--- config.mk ---
export PLATFORM = sky130hd
export DESIGN_NAME = sync_line_detector
export DESIGN_NICKNAME = d
export VERILOG_FILES = /design/src/rtl/sync_line_detector.sv
export SDC_FILE = /design/constraint.sdc
export NUM_CORES = 1
export LEC_CHECK = 0
export ABC_AREA = 1
export CAP_MARGIN = 20
export CORE_MARGIN = 3
export CORE_UTILIZATION = 27
export DETAILED_ROUTE_END_ITERATION = 6
export PLACE_DENSITY_LB_ADDON = 0.3
export SETUP_SLACK_MARGIN = 0.15
export SLEW_MARGIN = 20
export SYNTH_ARGS = -nofsm -noshare
export SYNTH_HDL_FRONTEND = slang
export SYNTH_SLANG_ARGS = --single-unit
--- constraint.sdc ---
create_clock -name i_clk -period 2.4 [get_ports i_clk]
set_clock_uncertainty 0.05 [all_clocks]
set_input_delay 0.36 -clock i_clk [delete_from_list [all_inputs] [get_ports i_clk]]
set_output_delay 0.36 -clock i_clk [all_outputs]
set_load 0.02 [all_outputs]
--- src/rtl/sync_line_detector.sv ---
// Line timing recovery: measures sync/back/display/front lengths from a sync + data-enable
// pair, regenerates the pixel coordinate and flags lock once consecutive lines repeat.
module sync_line_detector #(
    parameter int CNT_W      = 11,
    parameter int LOCK_LINES = 2,
    parameter bit SYNC_POL   = 1'b0
) (
    input  logic             i_clk,
    input  logic             i_rst,
    input  logic             i_en,
    input  logic             i_sync_in,
    input  logic             i_de_in,
    output logic             o_de_out,
    output logic [CNT_W-1:0] o_coord,
    output logic             o_eol,
    output logic             o_locked,
    output logic             o_err,
    output logic [CNT_W-1:0] o_sync_len,
    output logic [CNT_W-1:0] o_back_len,
    output logic [CNT_W-1:0] o_disp_len,
    output logic [CNT_W-1:0] o_front_len
);

    localparam logic [2:0] ST_HUNT  = 3'd0;
    localparam logic [2:0] ST_SYNC  = 3'd1;
    localparam logic [2:0] ST_BACK  = 3'd2;
    localparam logic [2:0] ST_DISP  = 3'd3;
    localparam logic [2:0] ST_FRONT = 3'd4;

    localparam int               MW         = $clog2(LOCK_LINES + 1);
    localparam logic [CNT_W-1:0] CNT_ZERO   = {CNT_W{1'b0}};
    localparam logic [CNT_W-1:0] CNT_ONE    = {{(CNT_W-1){1'b0}}, 1'b1};
    localparam logic [CNT_W-1:0] CNT_MAX    = {CNT_W{1'b1}};
    localparam logic [MW-1:0]    MATCH_ZERO = {MW{1'b0}};
    localparam logic [MW-1:0]    MATCH_ONE  = MW'(1);
    localparam logic [MW-1:0]    MATCH_FULL = MW'(LOCK_LINES);

    logic [2:0]       r_state;
    logic [CNT_W-1:0] r_cnt;
    logic [CNT_W-1:0] r_x;
    logic [CNT_W-1:0] r_s;
    logic [CNT_W-1:0] r_b;
    logic [CNT_W-1:0] r_d;
    logic             r_sa_q;
    logic             r_de_out;
    logic [CNT_W-1:0] r_coord;
    logic             r_eol;
    logic             r_err;
    logic             r_locked;
    logic [MW-1:0]    r_match;
    logic             r_valid;
    logic [CNT_W-1:0] r_sync_len;
    logic [CNT_W-1:0] r_back_len;
    logic [CNT_W-1:0] r_disp_len;
    logic [CNT_W-1:0] r_front_len;

    logic             w_sa;
    logic             w_rise;
    logic [2:0]       w_state_nx;
    logic [CNT_W-1:0] w_cnt_nx;
    logic [CNT_W-1:0] w_x_nx;
    logic [CNT_W-1:0] w_s_nx;
    logic [CNT_W-1:0] w_b_nx;
    logic [CNT_W-1:0] w_d_nx;
    logic             w_pix;
    logic [CNT_W-1:0] w_coord_nx;
    logic             w_close;
    logic             w_err;
    logic             w_same;
    logic [MW-1:0]    w_match_nx;

    assign w_sa   = SYNC_POL ? i_sync_in : ~i_sync_in;
    assign w_rise = w_sa & ~r_sa_q;
    // The closing tuple's front length is the running count at the sync rise.
    assign w_same = r_valid &
                    ({r_s, r_b, r_d, r_cnt} == {r_sync_len, r_back_len, r_disp_len, r_front_len});

    // Phase tracking: next state, counters, pixel emission and violation detection.
    always_comb begin
        w_state_nx = r_state;
        w_cnt_nx   = r_cnt;
        w_x_nx     = r_x;
        w_s_nx     = r_s;
        w_b_nx     = r_b;
        w_d_nx     = r_d;
        w_pix      = 1'b0;
        w_coord_nx = CNT_ZERO;
        w_close    = 1'b0;
        w_err      = 1'b0;
        case (r_state)
            ST_HUNT: begin
                if (w_rise) begin
                    w_state_nx = ST_SYNC;
                    w_cnt_nx   = CNT_ONE;
                end else begin
                    w_cnt_nx   = CNT_ZERO;
                end
            end
            ST_SYNC: begin
                if (w_sa) begin
                    if (r_cnt == CNT_MAX) begin
                        w_err = 1'b1;
                    end else begin
                        w_cnt_nx = r_cnt + CNT_ONE;
                    end
                end else if (i_de_in) begin
                    // The first active pixel is the one that ends the porch.
                    w_s_nx     = r_cnt;
                    w_b_nx     = CNT_ZERO;
                    w_state_nx = ST_DISP;
                    w_pix      = 1'b1;
                    w_x_nx     = CNT_ONE;
                end else begin
                    w_s_nx     = r_cnt;
                    w_state_nx = ST_BACK;
                    w_cnt_nx   = CNT_ONE;
                end
            end
            ST_BACK: begin
                if (w_rise) begin
                    w_err = 1'b1;
                end else if (i_de_in) begin
                    w_b_nx     = r_cnt;
                    w_state_nx = ST_DISP;
                    w_pix      = 1'b1;
                    w_x_nx     = CNT_ONE;
                end else if (r_cnt == CNT_MAX) begin
                    w_err = 1'b1;
                end else begin
                    w_cnt_nx = r_cnt + CNT_ONE;
                end
            end
            ST_DISP: begin
                if (i_de_in) begin
                    if (w_rise || (r_x == CNT_MAX)) begin
                        w_err = 1'b1;
                    end else begin
                        w_pix      = 1'b1;
                        w_coord_nx = r_x;
                        w_x_nx     = r_x + CNT_ONE;
                    end
                end else begin
                    w_d_nx     = r_x;
                    w_state_nx = ST_FRONT;
                    w_cnt_nx   = CNT_ONE;
                end
            end
            ST_FRONT: begin
                if (i_de_in) begin
                    w_err = 1'b1;
                end else if (w_rise) begin
                    w_close    = 1'b1;
                    w_state_nx = ST_SYNC;
                    w_cnt_nx   = CNT_ONE;
                end else if (r_cnt == CNT_MAX) begin
                    w_err = 1'b1;
                end else begin
                    w_cnt_nx = r_cnt + CNT_ONE;
                end
            end
            default: begin
                w_state_nx = ST_HUNT;
                w_cnt_nx   = CNT_ZERO;
            end
        endcase
        if (w_err) begin
            w_state_nx = ST_HUNT;
            w_cnt_nx   = CNT_ZERO;
            w_pix      = 1'b0;
            w_coord_nx = CNT_ZERO;
        end else begin
            w_x_nx = w_x_nx;
        end
    end

    // Consecutive-match counter, saturating at the lock threshold.
    always_comb begin
        if (w_same) begin
            if (r_match == MATCH_FULL) begin
                w_match_nx = MATCH_FULL;
            end else begin
                w_match_nx = r_match + MATCH_ONE;
            end
        end else begin
            w_match_nx = MATCH_ONE;
        end
    end

    // State and output registers; disabled clocks hold state and clear the pulses.
    always_ff @(posedge i_clk) begin
        if (i_rst) begin
            r_state     <= ST_HUNT;
            r_cnt       <= CNT_ZERO;
            r_x         <= CNT_ZERO;
            r_s         <= CNT_ZERO;
            r_b         <= CNT_ZERO;
            r_d         <= CNT_ZERO;
            r_sa_q      <= 1'b0;
            r_de_out    <= 1'b0;
            r_coord     <= CNT_ZERO;
            r_eol       <= 1'b0;
            r_err       <= 1'b0;
            r_locked    <= 1'b0;
            r_match     <= MATCH_ZERO;
            r_valid     <= 1'b0;
            r_sync_len  <= CNT_ZERO;
            r_back_len  <= CNT_ZERO;
            r_disp_len  <= CNT_ZERO;
            r_front_len <= CNT_ZERO;
        end else if (i_en) begin
            r_sa_q   <= w_sa;
            r_state  <= w_state_nx;
            r_cnt    <= w_cnt_nx;
            r_x      <= w_x_nx;
            r_s      <= w_s_nx;
            r_b      <= w_b_nx;
            r_d      <= w_d_nx;
            r_de_out <= w_pix;
            r_coord  <= w_coord_nx;
            r_eol    <= w_close;
            r_err    <= w_err;
            if (w_err) begin
                r_locked <= 1'b0;
                r_match  <= MATCH_ZERO;
                r_valid  <= 1'b0;
            end else if (w_close) begin
                r_sync_len  <= r_s;
                r_back_len  <= r_b;
                r_disp_len  <= r_d;
                r_front_len <= r_cnt;
                r_match     <= w_match_nx;
                r_valid     <= 1'b1;
                r_locked    <= (w_match_nx == MATCH_FULL);
            end
        end else begin
            r_eol <= 1'b0;
            r_err <= 1'b0;
        end
    end

    assign o_de_out    = r_de_out;
    assign o_coord     = r_coord;
    assign o_eol       = r_eol;
    assign o_locked    = r_locked;
    assign o_err       = r_err;
    assign o_sync_len  = r_sync_len;
    assign o_back_len  = r_back_len;
    assign o_disp_len  = r_disp_len;
    assign o_front_len = r_front_len;

endmodule

==> reports/summary.json <==
{
  "status": "finished clean",
  "crit_path_max_incr_delay_ps": 480,
  "cts.hold.buffers_added": 0,
  "worst-endpoint-arrival_ps": 2310,
  "yosys-top-cells-area": "dfxtp_1 (37%), nand2_1 (15%), o21ai_0 (7.7%)",
  "drt_first_pass_iters": 5,
  "finalCritPeriodShare_pct": 84.75,
  "cts-buffers-inserted": 17,
  "timing.setup.tns_ps": 0,
  "antenna_left": 0,
  "postCtsResizedCells": 0,
  "max_clock_freq_mhz": 491.6,
  "crit_path_start_kind": "flop",
  "clkSinkCount": 121,
  "crit_path_max_fanout": 13,
  "hold_viol_final": 0,
  "finalSetupViolations": 0,
  "cts_max_level": 4,
  "detailed_route_wl_um": 20040,
  "post_synth_instance_area_um2": 6491,
  "antenna_cells": 0,
  "placed_cell_area_um2": 7485,
  "synth.ff_latch_count": 121,
  "grt_pass1_wl_um": 32060,
  "final_layout_size_suffix_gt1_share_pct": 10.58,
  "place_congestion": 0.8724,
  "fp.coreArea_um2": 23540,
  "layout.filler_cells": 2563,
  "timing_worst_setup_path_type": "flop to flop",
  "synth_warnings": 0,
  "design_area_um2": 8150,
  "drv_cap": 0,
  "clk-insertion-delay-late_ps": 430,
  "iter_0_drt_violations": 482,
  "cts_max_path_buffers": 2,
  "ys_async_sr_fraction_pct": 0,
  "vias_in_the_first_global_route": 5920,
  "globalRouteTotalUtil_pct": 15.68,
  "yosysSeqAreaShare_pct": 37.32,
  "min-delay-path-class": "flop to flop",
  "instance_count_of_the_mapped_netlist": 985,
  "ys.flop_type": "dfxtp_1",
  "vias": 6357,
  "finish.utilization_pct": 34.62,
  "maxSlewViolCount": 0,
  "post_dp_hpwl_um": 14810,
  "power_density_nw_per_um2": 743.2,
  "crit_path_frequent_cell": "nand2_1",
  "syn_nets": 993,
  "cpMaxStageDelayCell": "dfxtp_1",
  "instances_no_fill": 1378,
  "detail_route.drc_violations": 0,
  "reg2reg_setup_slack_ps": 370,
  "max-vdd-ir-drop_mv": 0.4972,
  "routedWlPerCell_um": 14.54,
  "tritoncts": "yes",
  "synth_largest_type_area_fraction_pct": 37.32,
  "p_leak_nw": 3.300,
  "vias_per_cell": 4.613,
  "critical_path.n_buffers_inverters": 1,
  "critical-path-top-delay-family": "simple AND/OR/NAND/NOR gates",
  "worstSetupEndpointType": "flop",
  "path_cells": "ha_1, nand2_2, nor2_4, nand3_1, nand2_1, nand2_1, nand2_4, clkinv_2, nand2_1, nand2_1, nand2_1, nor2_1",
  "syn_avg_cell_area_um2": 6.590,
  "final_period_minus_worst_setup_slack_ps": 2034,
  "die_w_um": 161.1,
  "yosys.cell_count.top_type": "nand2_1",
  "placementRows": 56,
  "areaGrowthSynthToFinish_pct": 25.56,
  "nets": 1055,
  "die_y_um": 161.1,
  "rsz0062_at_grt": "false",
  "num_io_pins": 64,
  "postCtsSetupBuffers": 0,
  "grt_antenna_before_repair": 0,
  "multiInputGateArea_um2": 3377,
  "dominant_cell_type_by_area_after_synthesis": "dfxtp_1",
  "initial_core_util_pct": 27.57,
  "clkSlewWorstSetupHoldPaths_ps": 60,
  "pin_count_of_the_biggest_net_entering_global_routing": 49,
  "cts_root_buffer": "clkbuf_16",
  "slew-limit-headroom_pct": 47.11,
  "post_synth_most_frequent_cells": "nand2_1 (261), dfxtp_1 (121), inv_1 (115)",
  "critical_path_required_ps": 2670,
  "globalRouteOverflowTotal": 0,
  "die_area_um2": 25940,
  "synth-edff-count": 0,
  "synth_cell_type_count": 44,
  "placement.io_buffers": 63,
  "ff_latch_area_um2": 2422,
  "dpl.cell_count": 1347,
  "worstMarginPinSlew_ps": 790.4
}
worst reg2reg max path, cell delays in order (launching register included):
cell and delay [ps]:
dfxtp_1 480, ha_1 240, nand2_2 80, nor2_4 130
nand3_1 130, nand2_1 150, nand2_1 110, nand2_4 180
clkinv_2 160, nand2_1 90, nand2_1 50, nand2_1 60
nor2_1 40
power by group:
| part | internal, mW | total (mW) | switching, mW |
|---|---|---|---|
| logic | 0.304 | 0.965 | 0.661 |
| clock network | 1.97 | 2.93 | 0.966 |
| registers | 2.09 | 2.16 | 0.0749 |
| total | 4.36 | 6.06 | 1.70 |
per-layer routing:
layer / vias up / global-route usage, % / routed length (um)
met1: 2880 / 21.91 / 9806
met4: 0 / 4.576 / 405
met3: 29 / 3.462 / 945
met2: 160 / 24.34 / 8882
li1: 3288 / - / -
met5: - / 0 / 0
kinds of logic after synthesis:
group	synth area share, %
buf+inv	10.66
fa+ha+maj	0.5783
flops	37.32
simple gates	31.46
compound gates	18.64
xor+xnor	1.349
registers in the layout (all words and copies together) (netlist names):
register / cells
o_front_len: 11
r_d: 11
r_b: 11
o_coord: 11
r_sa_q: 1
r_x: 11
o_sync_len: 11
r_s: 11
r_state: 3
o_eol: 1
r_valid: 1
r_match: 2
o_back_len: 11
o_err: 1
o_disp_len: 11
r_cnt: 11
o_de_out: 1
o_locked: 1
final timing paths:
path                            cells after the start    endpoint  startpoint
worst min register to register                      2  o_coord[3]  o_coord[3]
worst min-delay path                                2  o_coord[3]  o_coord[3]
worst max-delay path                               12      r_x[2]      r_x[0]
worst max register to register                     12      r_x[2]      r_x[0]
per-stage QoR:
step	power [mW]	worst slack (ps)	hold slack, ps
after floorplan	2.889	678.1	378.3
after global placement	3.157	199.4	391.9
after detailed placement	3.156	163.7	400.4
after CTS	6.095	384.8	415.5
after global routing	6.312	186.9	441.6
final	6.058	365.9	410.7
layout by cell type, fill, tap and decap left out, drive strengths merged, types with 2 or more instances in the layout:
master / Yosys / final
nor3: 12 / 12
o31ai: 2 / 2
nand4: 11 / 11
ha: 3 / 3
xor2: 6 / 6
nor2: 110 / 110
clkdlybuf4s50: 0 / 63
clkinvlp: 0 / 2
a21oi: 107 / 107
buf: 18 / 18
o21ai: 113 / 113
o211ai: 2 / 2
nand3b: 2 / 2
inv: 125 / 125
xnor2: 4 / 4
bufinv: 0 / 6
clkinv: 2 / 6
nand3: 47 / 47
clkbuf: 20 / 19
nand2: 273 / 273
dfxtp: 121 / 121
layout make-up:
type	instances	share of cell area [%]
clock buffer	19	5.434
tap	319	4.897
inverter	127	5.926
sequential	121	29.72
timing repair buffer	81	9.856
multi-input combinational	699	41.43
clock inverter	12	2.733
Power figures use the tool's default switching activity.
==> patch 1, RTL diff (same settings) <==
Set the parameter `CNT_W` to 15 (it was 11).
--- a/src/rtl/sync_line_detector.sv
+++ b/src/rtl/sync_line_detector.sv
@@ -3,3 +3,3 @@
 module sync_line_detector #(
-    parameter int CNT_W      = 11,
+    parameter int CNT_W      = 15,
     parameter int LOCK_LINES = 2,
Ports: changed (5 resized); port bits go from 64 to 84. The function was not compared with the original's and may differ.
==> patch 1 against the unedited design <==
- fmax is 6.2% lower
- setup slack worse by 0.14 ns
- via count up 33%
- area after synthesis is 28% higher
- power increased by 14%
- final area grew 28%
- count of clock-buffer cells in the layout grew 2
- wire length is 43% higher
- sequential share of layout area up 1.3 points
- sequential cell count increased by 40
- core utilization rose by 0.13 points
- global-route usage is 1.3 points higher
==> patch 1: results (changes against the unedited design) <==
- Yosys Warn Count: 0 (unchanged)
- Netlist area before placement: 0.00831 mm2 (+28%)
- Critical Path Slowest Stage Cell: dfxtp_2
- Fillers: 3215 (+25%)
- Gate power share: 0.186 (+0.027)
- Inserted Clock Buffers: 17 (unchanged)
- Initial drt markers: 766 (+59%)
- Routed Antenna Nets: 0 (unchanged)
- PwrDens: 662 mW/mm2 (-11%)
- DP Cell Count: 1711 (+27%)
- Largest net degree at the start of global routing: 64 (+31%)
- Clock Tree Buf Depth: 2 (unchanged)
- Nets: 1350 (+28%)
- Worst hold path type: register to register
- H-tree depth: 4 (unchanged)
- Non-filler cells, final: 1743 (+26%)
- Worst slew pin tran: 0.488 ns (-0.302 ns)
- Outcome: finished clean
- Layout cells sized above 1: 0.0894 (-0.0163)
- Final GP Congestion: 0.920 (+5.5%)
- Synthesized area per cell: 6.63 um2 (+0.58%)
- Hold WS: 0.405 ns (-0.00603 ns)
- Reg area: 0.00323 mm2 (+33%)
- Post-synthesis sequential area ratio: 0.388 (+0.0146)
- Main area contributors after synthesis: dfxtp_1, nand2_1, o21ai_0
- DR WL/cell: 16.5 um (+13%)
- Syn Nets: 1262 (+27%)
- Commonest cells post-synth: nand2_1, nor2_1, dfxtp_1
- All-Layer GR Usage: 0.170 (+0.0135)
- Synth top area share: 0.388 (+0.0146)
- Port Buffers: 83 (+32%)
- Clock power share: 0.399 (-0.085)
- LEAKAGE: 4.24 nW (+28%)
- Crit path max fanout: 8 (-5)
- Place WS: -0.0808 ns (-0.244 ns)
- Vias in the first global route: 7798 (+32%)
- Max IR drop VDD: 0.558 mV (+12%)
- CP max stage delay: 0.39 ns (-0.09 ns)
- Post-DP HPWL: 21500 um (+45%)
- Final WS setup: 0.231 ns (-0.135 ns)
- Critical path arrival: 2.42 ns (+0.11 ns)
- Switch Pwr: 2.09 mW (+23%)
- Global-route wire length before repair: 44500 um (+39%)
- Clk slew on worst S/H paths: 0.07 ns
- Area after DPL: 0.00977 mm2 (+31%)
- Hold buffer count at cts: 0 (unchanged)
- Vias per Instance: 4.84 (+4.9%)
- Distinct cells, synth: 40 (-9.1%)
- Ys flop type: dfxtp_1
-- patch 1: cell types whose count changed after synthesis, moves of 16 or more --
cell,unedited run,this run
clkbuf_1,17,39
nand2_1,261,281
xor2_1,6,24
nor2_1,97,164
o21ai_0,100,143
a21oi_1,96,112
nand3_1,39,58
dfxtp_1,121,161
-- patch 1: timing repair --
action	CTS	global route
gates resized for setup	0	10
buffers inserted	0	2
endpoints found under the hold margin	0	0
endpoints found under the setup margin	0	49
-- patch 1: area by class of cell --
type	count	area share
clock buffer	21	0.0452
clock inverter	9	0.0105
inverter	136	0.0500
multi-input combinational	893	0.414
sequential	161	0.310
tap	390	0.0469
timing repair buffer	133	0.123
-- patch 1: path summary, 6_finish.rpt --
check                           cells past startpoint        end   start
worst max-delay path                               10  r_cnt[14]  r_x[0]
worst min-delay path                                2     r_sa_q  r_sa_q
worst max register to register                     10  r_cnt[14]  r_x[0]
worst min register to register                      2     r_sa_q  r_sa_q
-- patch 1: worst min-delay path, cell delays in order, from the launching register on --
cell and delay, ns:
dfxtp_1 0.30, inv_1 0.06, a21oi_1 0.06
-- patch 1: cell families (layout without fill, tap and decap cells) --
kind of cell,Yosys count,in the layout,synth area share
buf+inv,200,299,0.0959
compound gates,289,289,0.184
xor+xnor,39,39,0.0411
simple gates,562,562,0.287
fa+ha+maj,3,3,0.00452
flops,161,161,0.388
-- patch 1: routing by layer --
| metal | wire length, um | share of wire | GRT usage | up-vias |
|---|---|---|---|---|
| met1 | 13500 | 0.47 | 0.236 | 3898 |
| li1 | - | - | - | 4239 |
| met4 | 426 | 0.015 | 0.0408 | 0 |
| met2 | 13100 | 0.46 | 0.274 | 270 |
| met5 | 0 | 0 | 0 | - |
| met3 | 1720 | 0.060 | 0.0319 | 27 |
==> patch 2, RTL diff (config.mk and constraints unchanged) <==
Without the edit above. Put one more register stage on the output `o_sync_len`, cleared by the reset. The value now appears one clock later. The other outputs are not delayed to match.
--- a/src/rtl/sync_line_detector.sv
+++ b/src/rtl/sync_line_detector.sv
@@ -245,3 +245,9 @@
     assign o_err       = r_err;
-    assign o_sync_len  = r_sync_len;
+    always_ff @(posedge i_clk) begin
+        if (i_rst) begin
+            o_sync_len <= '0;
+        end else begin
+            o_sync_len <= r_sync_len;
+        end
+    end
     assign o_back_len  = r_back_len;
Behaviour: not the same (a bounded check fails within 10 cycles, from zero or initial values and one cycle with i_rst high).
==> patch 2 against the unedited design <==
- die area decreased by 8.3%
- count of clock-buffer cells in the layout decreased by 2
- wire length decreased by 19%
- sequential power increased by 8%
- final area decreased by 7.5%
- non-clock buffer count increased by 8
- sequential cell count increased by 11
- combinational power decreased by 29%
- area after synthesis decreased by 8.6%
- setup slack got worse by 0.0065 ns
- power decreased by 8.9%
- critical path type unchanged
- largest power group unchanged
==> patch 2: results (changes against the unedited design) <==
- Global-route wire length before repair: 26800 um (-16%)
- Crit path max fanout: 6 (-7)
- Inserted Clock Buffers: 17 (unchanged)
- Postcts setup bufs: 0 (unchanged)
- Critical path arrival: ~2.3 ns
- Place WS: 0.142 ns (-0.0212 ns)
- PostCTS Resize Cnt: 0 (unchanged)
- GR Util met2: 0.205 (-0.0387)
- Final instance area: 0.00754 mm2 (-7.5%)
- Final WL: 16300 um (-19%)
- DR WL/cell: 13.7 um (-5.9%)
- Vias in the first global route: 5077 (-14%)
- Vias per Instance: 4.63 (+0.41%)
- Post-synthesis sequential area ratio: 0.446 (+0.0724)
- Max IR drop VDD: 0.555 mV (+12%)
- Outcome: finished clean
- Distinct cells, synth: 36 (-18%)
- Post-synth EDFFs: 0 (unchanged)
- Critical Path Slowest Stage Cell: dfxtp_1
- Ys flop type: dfxtp_1
- Fillers: 2269 (-11%)
- CP max stage delay: 0.43 ns (-0.05 ns)
- FMAX: 490 MHz (-0.32%)
- DP Cell Count: 1156 (-14%)
- Layout cells sized above 1: 0.0887 (-0.0170)
- Final GP Congestion: 0.866 (-0.77%)
- Yosys Warn Count: 0 (unchanged)
- Met3 Usage GRT: 0.0364 (+0.00175)
- Initial drt markers: 324 (-33%)
- Later-pin clock latency in the skew report: 0.43 ns (about the same)
- All-Layer GR Usage: 0.139 (-0.0175)
- Hold WS: 0.413 ns (+0.00272 ns)
- Routing usage on met1: 0.200 (-0.0188)
- Syn Nets: 840 (-15%)
- Slew Limit Headroom: 0.586 (+0.115)
- ANT cells: 0 (unchanged)
- Commonest cells post-synth: nand2_1, dfxtp_1, nor2_1
- Area after DPL: 0.00697 mm2 (-6.8%)
- Synthesized area per cell: 7.13 um2 (+8.2%)
- Nets: 908 (-14%)
- Port Buffers: 63 (unchanged)
- Main area contributors after synthesis: dfxtp_1, nand2_1, o21ai_0
- LEAKAGE: 2.98 nW (-9.8%)
- Post-DP HPWL: 11900 um (-19%)
- Largest net degree at the start of global routing: 46 (-6.1%)
[patch 2: cell count changes in the layout (fill, tap and decap cells not counted), sizes merged, moves of 10 or more]
| cell | before | now |
|---|---|---|
| nand2 | 273 | 154 |
| nor2 | 110 | 98 |
| a22oi | 0 | 11 |
| xor2 | 6 | 16 |
| dfxtp | 121 | 132 |
| a21oi | 107 | 83 |
| inv | 125 | 102 |
| nand3 | 47 | 35 |
[patch 2: area by class of cell]
cell class,instances,area share
flip-flops and latches,132,0.350
clock inverters,15,0.0179
repair buffers,89,0.115
inverters,92,0.0458
well taps,275,0.0456
multi-input cells,568,0.369
clock buffers,17,0.0564
[patch 2: critical path, delay by kind of cell, from the launching register on]
| family | cells | cell delay [ns] |
|---|---|---|
| fa+ha+maj | 1 | 0.27 |
| compound gates | 2 | 0.28 |
| flops | 1 | 0.43 |
| simple gates | 7 | 0.90 |
[patch 2: worst paths after layout]
path                                 start          to  cells past startpoint
worst min-delay path            o_coord[4]  o_coord[4]                      2
worst max register to register    r_cnt[1]     r_valid                     10
worst min register to register  o_coord[4]  o_coord[4]                      2
worst max-delay path              r_cnt[1]     r_valid                     10
[patch 2: cells by family after synthesis]
logic type      after synthesis  share of synthesized area
fa+ha+maj                     3                    0.00633
xor+xnor                     23                     0.0340
compound gates              213                      0.192
simple gates                329                      0.235
buf+inv                     132                     0.0867
flops                       132                      0.446
[patch 2: layer usage]
layer | wire, um | part of all wire
met2 | 6930 | 0.43
met5 | 0 | 0
met1 | 8360 | 0.51
met4 | 190 | 0.012
met3 | 772 | 0.048
[patch 2: power breakdown]
group / total (mW) / internal, mW / switching, mW / leakage, nW
logic: 0.686 / 0.238 / 0.447 / 1.64
registers: 2.33 / 2.26 / 0.0705 / 1.07
clock network: 2.51 / 1.37 / 1.14 / 0.268
total: 5.52 / 3.86 / 1.66 / 2.98
